`config.mk`:
```
export PLATFORM = sky130hd
export DESIGN_NAME = ifu_litebpu
export DESIGN_NICKNAME = d
export VERILOG_FILES = /design/src/rtl/ifu_litebpu_pkg.sv /design/src/rtl/ifu_litebpu_dfflr.sv /design/src/rtl/ifu_litebpu.sv
export SDC_FILE = /design/constraint.sdc
export NUM_CORES = 1
export LEC_CHECK = 0
export BUFFER_PORTS_ARGS = -buffer_cell sky130_fd_sc_hd__buf_4
export CAP_MARGIN = 15
export CORE_ASPECT_RATIO = 0.7
export CORE_MARGIN = 10
export CORE_UTILIZATION = 31
export CTS_CLUSTER_DIAMETER = 30
export DETAILED_ROUTE_END_ITERATION = 6
export GPL_TIMING_DRIVEN = 0
export PLACE_DENSITY = 0.82
export SKIP_LAST_GASP = 1
export SYNTH_ARGS = -nofsm -noshare
export SYNTH_HDL_FRONTEND = slang
export SYNTH_SLANG_ARGS = --single-unit
export TNS_END_PERCENT = 100
```
`constraint.sdc`:
```
create_clock -name clk -period 1.8 [get_ports clk]
set_input_delay 0.27 -clock clk [delete_from_list [all_inputs] [get_ports clk]]
set_output_delay 0.27 -clock clk [all_outputs]
set_load 0.02 [all_outputs]
```
`src/rtl/ifu_litebpu_pkg.sv`:
```
// Shared widths, FSM encodings and constants for the IFU lite branch-prediction unit.
package ifu_litebpu_pkg;

    localparam int XLEN        = 32;
    localparam int PC_SIZE     = 32;
    localparam int RFIDX_WIDTH = 5;

    localparam logic [PC_SIZE-1:0] PC_STEP = 32'd4;

    typedef enum logic [1:0] {
        BPU_ST_IDLE = 2'd0,
        BPU_ST_WAIT = 2'd1,
        BPU_ST_REQ  = 2'd2,
        BPU_ST_DATA = 2'd3
    } bpu_state_e;

endpackage

```
`src/rtl/ifu_litebpu_dfflr.sv`:
```
// Generic load-enabled register with asynchronous active-high reset.
module ifu_litebpu_dfflr #(
    parameter int              DW      = 1,
    parameter logic [DW-1:0]   RST_VAL = '0
) (
    input  logic          clk,
    input  logic          rst,
    input  logic          lden,
    input  logic [DW-1:0] dnxt,
    output logic [DW-1:0] qout
);

    logic [DW-1:0] data_q;

    always_ff @(posedge clk or posedge rst) begin
        if (rst) begin
            data_q <= RST_VAL;
        end else if (lden) begin
            data_q <= dnxt;
        end
    end

    assign qout = data_q;

endmodule

```
`src/rtl/ifu_litebpu.sv`:
```
// Static branch predictor: selects next-PC adder operands and fetches the JALR base
// register, stalling fetch on dependencies. Exposes the FSM state on bpu_state_dbg.
module ifu_litebpu
    import ifu_litebpu_pkg::*;
(
    input  logic                   clk,
    input  logic                   rst,
    input  logic [PC_SIZE-1:0]     pc,
    input  logic                   dec_i_valid,
    input  logic                   dec_bjp,
    input  logic                   dec_jal,
    input  logic                   dec_jalr,
    input  logic [RFIDX_WIDTH-1:0] dec_jalr_rs1idx,
    input  logic [XLEN-1:0]        dec_bjp_imm,
    input  logic                   ifu_o_hsked,
    input  logic                   flush,
    input  logic                   oitf_empty,
    input  logic                   ir_valid,
    input  logic                   ir_rdwen,
    input  logic [RFIDX_WIDTH-1:0] ir_rdidx,
    input  logic [XLEN-1:0]        rf2bpu_x1,
    output logic                   bpu2rf_rd_req,
    output logic [RFIDX_WIDTH-1:0] bpu2rf_rs1idx,
    input  logic                   rf2bpu_rd_gnt,
    input  logic [XLEN-1:0]        rf2bpu_rs1,
    output logic                   prdt_taken,
    output logic [PC_SIZE-1:0]     prdt_pc_add_op1,
    output logic [PC_SIZE-1:0]     prdt_pc_add_op2,
    output logic                   bpu_wait,
    output logic [1:0]             bpu_state_dbg
);

    // Read-port handshake: bpu2rf_rd_req is held high until rf2bpu_rd_gnt is seen
    // high in the same cycle; rf2bpu_rs1 is then sampled one cycle later (DATA).
    bpu_state_e             state_q, state_d;
    logic [RFIDX_WIDTH-1:0] rs1idx_q, rs1idx_d;
    logic                   rs1idx_ld;

    logic jalr_vld, rs1_x0, rs1_x1, jalr_xn_vld;
    logic x1_dep, xn_dep;

    assign jalr_vld    = dec_i_valid & dec_jalr;
    assign rs1_x0      = (dec_jalr_rs1idx == '0);
    assign rs1_x1      = (dec_jalr_rs1idx == RFIDX_WIDTH'(1));
    assign jalr_xn_vld = jalr_vld & ~rs1_x0 & ~rs1_x1;
    assign x1_dep      = ~oitf_empty | (ir_valid & ir_rdwen & (ir_rdidx == RFIDX_WIDTH'(1)));
    assign xn_dep      = ~oitf_empty | ir_valid;

    ifu_litebpu_dfflr #(.DW(2), .RST_VAL(BPU_ST_IDLE)) u_state_dff (
        .clk  (clk),
        .rst  (rst),
        .lden (1'b1),
        .dnxt (state_d),
        .qout (state_q)
    );

    ifu_litebpu_dfflr #(.DW(RFIDX_WIDTH), .RST_VAL('0)) u_rs1idx_dff (
        .clk  (clk),
        .rst  (rst),
        .lden (rs1idx_ld),
        .dnxt (rs1idx_d),
        .qout (rs1idx_q)
    );

    assign rs1idx_d  = dec_jalr_rs1idx;
    assign rs1idx_ld = (state_q == BPU_ST_IDLE) & jalr_xn_vld & ~flush;

    // With no dependency at detection we skip WAIT so the request lands in the next cycle.
    always_comb begin
        state_d = state_q;
        unique case (state_q)
            BPU_ST_IDLE: if (jalr_xn_vld) state_d = xn_dep ? BPU_ST_WAIT : BPU_ST_REQ;
            BPU_ST_WAIT: if (~xn_dep)        state_d = BPU_ST_REQ;
            BPU_ST_REQ:  if (rf2bpu_rd_gnt)  state_d = BPU_ST_DATA;
            BPU_ST_DATA: if (ifu_o_hsked)    state_d = BPU_ST_IDLE;
            default:                         state_d = BPU_ST_IDLE;
        endcase
        if (flush) state_d = BPU_ST_IDLE;
    end

    always_comb begin
        prdt_taken      = 1'b0;
        prdt_pc_add_op1 = pc;
        prdt_pc_add_op2 = PC_STEP;
        if (dec_i_valid) begin
            if (dec_jal) begin
                prdt_taken      = 1'b1;
                prdt_pc_add_op2 = dec_bjp_imm;
            end else if (dec_jalr) begin
                prdt_taken      = 1'b1;
                prdt_pc_add_op2 = dec_bjp_imm;
                if (rs1_x0)      prdt_pc_add_op1 = '0;
                else if (rs1_x1) prdt_pc_add_op1 = rf2bpu_x1;
                else             prdt_pc_add_op1 = rf2bpu_rs1;
            end else if (dec_bjp) begin
                prdt_taken = dec_bjp_imm[XLEN-1];
                if (dec_bjp_imm[XLEN-1]) prdt_pc_add_op2 = dec_bjp_imm;
            end
        end
    end

    always_comb begin
        bpu2rf_rd_req = (state_q == BPU_ST_REQ);
        bpu2rf_rs1idx = bpu2rf_rd_req ? rs1idx_q : '0;
        bpu_wait      = (jalr_vld & rs1_x1 & x1_dep)
                      | ((state_q == BPU_ST_IDLE) & jalr_xn_vld)
                      | (state_q == BPU_ST_WAIT)
                      | (state_q == BPU_ST_REQ);
        bpu_state_dbg = state_q;
    end

endmodule
```
==> results by group <==
Outcome
  • Status: finished, violations left
  • Violated checks: setup timing

Pwr
  • Share of power burned in the clock network: 12.7%
  • P_int: around 1.0 mW
  • Sw power: 0.699 mW
  • Sw Ratio: about two fifths
  • IR drop worst, VDD: 616 uV
  • Combinational fraction of design power: a little under three quarters
  • Pwr Total: about 1.7 mW
  • Lkg Pwr: slightly above 2 nW
  • Seq pwr share: around 16%
  • Power per cell area: 464 nW/um^2

Critical path
  • Crit path from: dec_jalr_rs1idx[1]
  • Crit-path slowest cell: or4_4
  • Most used cell, CP: buf_8
  • Data arrival time of the worst path: 1610 ps
  • Critical path peak fanout: 9
  • Worst setup SP type: input port
  • Worst R2R End: u_state_dff.qout[0]$_DFFE_PP0P_
  • Crit-path cells: buf_8 -> or4_4 -> buf_12 -> buf_8 -> a21oi_2 -> o21ai_1 -> buf_4
  • WS Path Type: in2out
  • Reg2Reg Setup Slack: 40 ps
  • End of the critical path: prdt_pc_add_op1[21]
  • R2r worst-path depth: 5
  • CP Capture Type: output port
  • Largest stage delay on the critical path: 540 ps
  • Launch point of the worst reg-to-reg path: u_state_dff.qout[0]$_DFFE_PP0P_
  • CP required: 1530 ps

GRT
  • Largest net degree at the start of global routing: 11
  • GRT Total Usage: 23.3%
  • Grt total ovfl: 0
  • Initial antenna violation count: 0
  • First-pass GRT wire length: 15800 microns
  • Vias in the first global route: 2627

Die
  • Die X: ~110 microns
  • Initial Util: around 33%
  • Die Area: between 8000 and 9000 sq um
  • Die H: around 80 microns
  • Boundary Pins: 224
  • Core area: between 4000 and 5000 sq um
  • Row count: 21

Finish
  • Area Growth Syn to Fin: 139%
  • Fillers: 369
  • Share of cells above drive strength 1: between 60% and 70%
  • Util after Layout: 77.9%
  • Fin nets: 627
  • Ant diodes: 0
  • Layout Cells excl Fill: 541

Logic synthesis
  • Gate Count Post-Synth: around 230
  • Area leader, netlist: and2_1
  • Cell variety after synth: 34
  • Mean area per synthesized cell: 6.79 sq um
  • Seq/Total Area, Yosys: 11.1%
  • Yosys warnings: 0
  • Cell Area, Synth: 1580 sq um
  • Syn_nets: 386
  • Top post-synthesis cells by area: and2_1, and3_1, dfrtp_1
  • Yosys reg bits: 7
  • Post-synth top area share: ~14%

Route
  • Post-Route WL: 10800 microns
  • DR vias: roughly 2600
  • Post-DRT Antenna Nets: 0
  • Drt drc: 0
  • Via density: 4.87
  • Drt wl/cell: ~20 microns
  • TritonRoute pass-1 iters: 4
  • DRT iter0 DRCs: 84

STA
  • Setup ws final: -80.6 ps
  • Max Clock Freq: roughly 530 MHz
  • Slew HR: 71.1%
  • RSZ-0062 raised after global routing: true
  • Worst Tran Pin Value: 434 ps
  • # setup viols final: 30
  • Period minus WS final: approximately 1900 ps
  • Crit share post-route: 104%
  • Hold Violations, Final: 0
  • Max Slew Vio Count: 0
  • Clock Skew: 1.85 ps

Run
  • Max cap viols: 0

Clock tree
  • Clk buf depth: 2
  • Clk_lat worst skew: 220 ps
  • CTS tree: done
  • Clk root buf: clkbuf_8
  • H-Tree Depth: 1
  • Clock sinks: 7
  • Inserted Clock Buffers: 3
  • Clock-pin slew on the worst setup and hold paths: 40 ps

Placement
  • Cell count after placement: 524
  • Setup Slack @ Placement: -286 ps
  • Port Buf Inserts: about 220
  • DP Wirelength: 8880 microns
  • Final Wtd Congestion: about 0.80

Worst hold path
  • Hold Crit Class: in2async
## layout by cell type (no fill, tap or decap), types with 3 or more instances in the layout
| cell | instances |
|---|---|
| and2_1 | 35 |
| buf_6 | 13 |
| ha_1 | 3 |
| o21ai_2 | 9 |
| o21ai_1 | 24 |
| inv_1 | 4 |
| clkbuf_2 | 5 |
| nand2b_1 | 3 |
| nand2_1 | 34 |
| buf_4 | 224 |
| clkbuf_8 | 3 |
| and3_1 | 24 |
| and3_4 | 5 |
| buf_8 | 3 |
| dfrtp_1 | 6 |
| and3_2 | 3 |
| mux2_2 | 5 |
| clkbuf_1 | 7 |
| o21ai_0 | 3 |
| a21oi_2 | 28 |
| a21oi_1 | 4 |
## state kept, by name (all words and copies together) (netlist names)
name,flops
u_state_dff.qout,2
u_rs1idx_dff.qout,5
## worst min-delay path by stage
stage,to,cells past startpoint
after floorplan,u_rs1idx_dff.qout[0]$_DFFE_PP0P_,1
after global placement,u_rs1idx_dff.qout[2]$_DFFE_PP0P_,2
after detailed placement,u_state_dff.qout[1]$_DFFE_PP0P_,2
after CTS,u_state_dff.qout[1]$_DFFE_PP0P_,2
after global routing,u_state_dff.qout[1]$_DFFE_PP0P_,2
final,u_state_dff.qout[1]$_DFFE_PP0P_,2
## timing repair
item	CTS	global route
gates resized for setup	60	6
hold buffers	0	0
gates cloned	6	1
pin swaps	26	3
endpoints found under the setup margin	33	39
buffers inserted	4	4
## final cells by class
| class | count | area, sq um | share of cell area [%] |
|---|---|---|---|
| inverters | 4 | 15.0 | 0.399 |
| plain buffers | 19 | 159 | 4.22 |
| clock buffers | 4 | 45.0 | 1.20 |
| multi-input cells | 201 | 1400 | 37.3 |
| flip-flops and latches | 7 | 176 | 4.68 |
| well taps | 69 | 86.3 | 2.29 |
| repair buffers | 237 | 1880 | 50.0 |
## power groups by stage
stage | registers (mW) | clock network (mW) | logic [mW]
finish | 0.277 | 0.223 | 1.25
floorplan | 0.276 | 0 | 0.543
detailed placement | 0.277 | 0 | 1.12
global route | 0.284 | 0.241 | 1.33
global placement | 0.271 | 0 | 1.10
CTS | 0.276 | 0.223 | 1.18
## critical path, delay by kind of cell
kind | cells | cell delay, ps
AOI/OAI and AO/OA | 2 | 230
buffers and inverters | 4 | 570
and+or+nand+nor | 1 | 540
## stage by stage
step                      setup TNS, ps  hold slack [ps]  instance area [sq um]
after detailed placement          -7730              241                   3340
after global placement            -6550              222                   3340
after CTS                         -1200            0.279                   3700
final                             -1350             4.62                   3770
after floorplan                       0             73.3                   1580
after global routing              -2480             5.81                   3770
## cell usage after synthesis, drive strengths merged
master / count
ha: 4
or4b: 1
inv: 4
nand3b: 1
a21oi: 34
o311a: 1
a211o: 1
and3: 32
or3: 1
buf: 8
a211oi: 1
mux2: 5
o21ai: 36
o21a: 1
nand2: 35
nor2b: 2
a2bb2oi: 1
dfrtp: 7
clkbuf: 12
nor4b: 1
a221o: 1
nand2b: 3
or2: 1
nor2: 1
and2: 35
nor4: 1
or4: 1
o31a: 1
## routing by layer
layer  up-vias  wire length [microns]  track usage [%]
met5         -                      0                0
met2       117                   5740             45.0
met3         6                    840             5.97
met4         0                     61             3.14
li1       1294                      -                -
met1      1219                   4130             25.8
## cells by family (layout without fill, tap and decap cells)
logic type,after synthesis,count (layout),share of synthesized area [%]
simple gates,115,115,42.7
compound gates,77,77,30.2
buf+inv,24,264,9.29
flops,7,7,11.1
mux,5,5,3.57
fa+ha+maj,4,4,3.18
No activity file was read; power rests on OpenSTA's default activity.
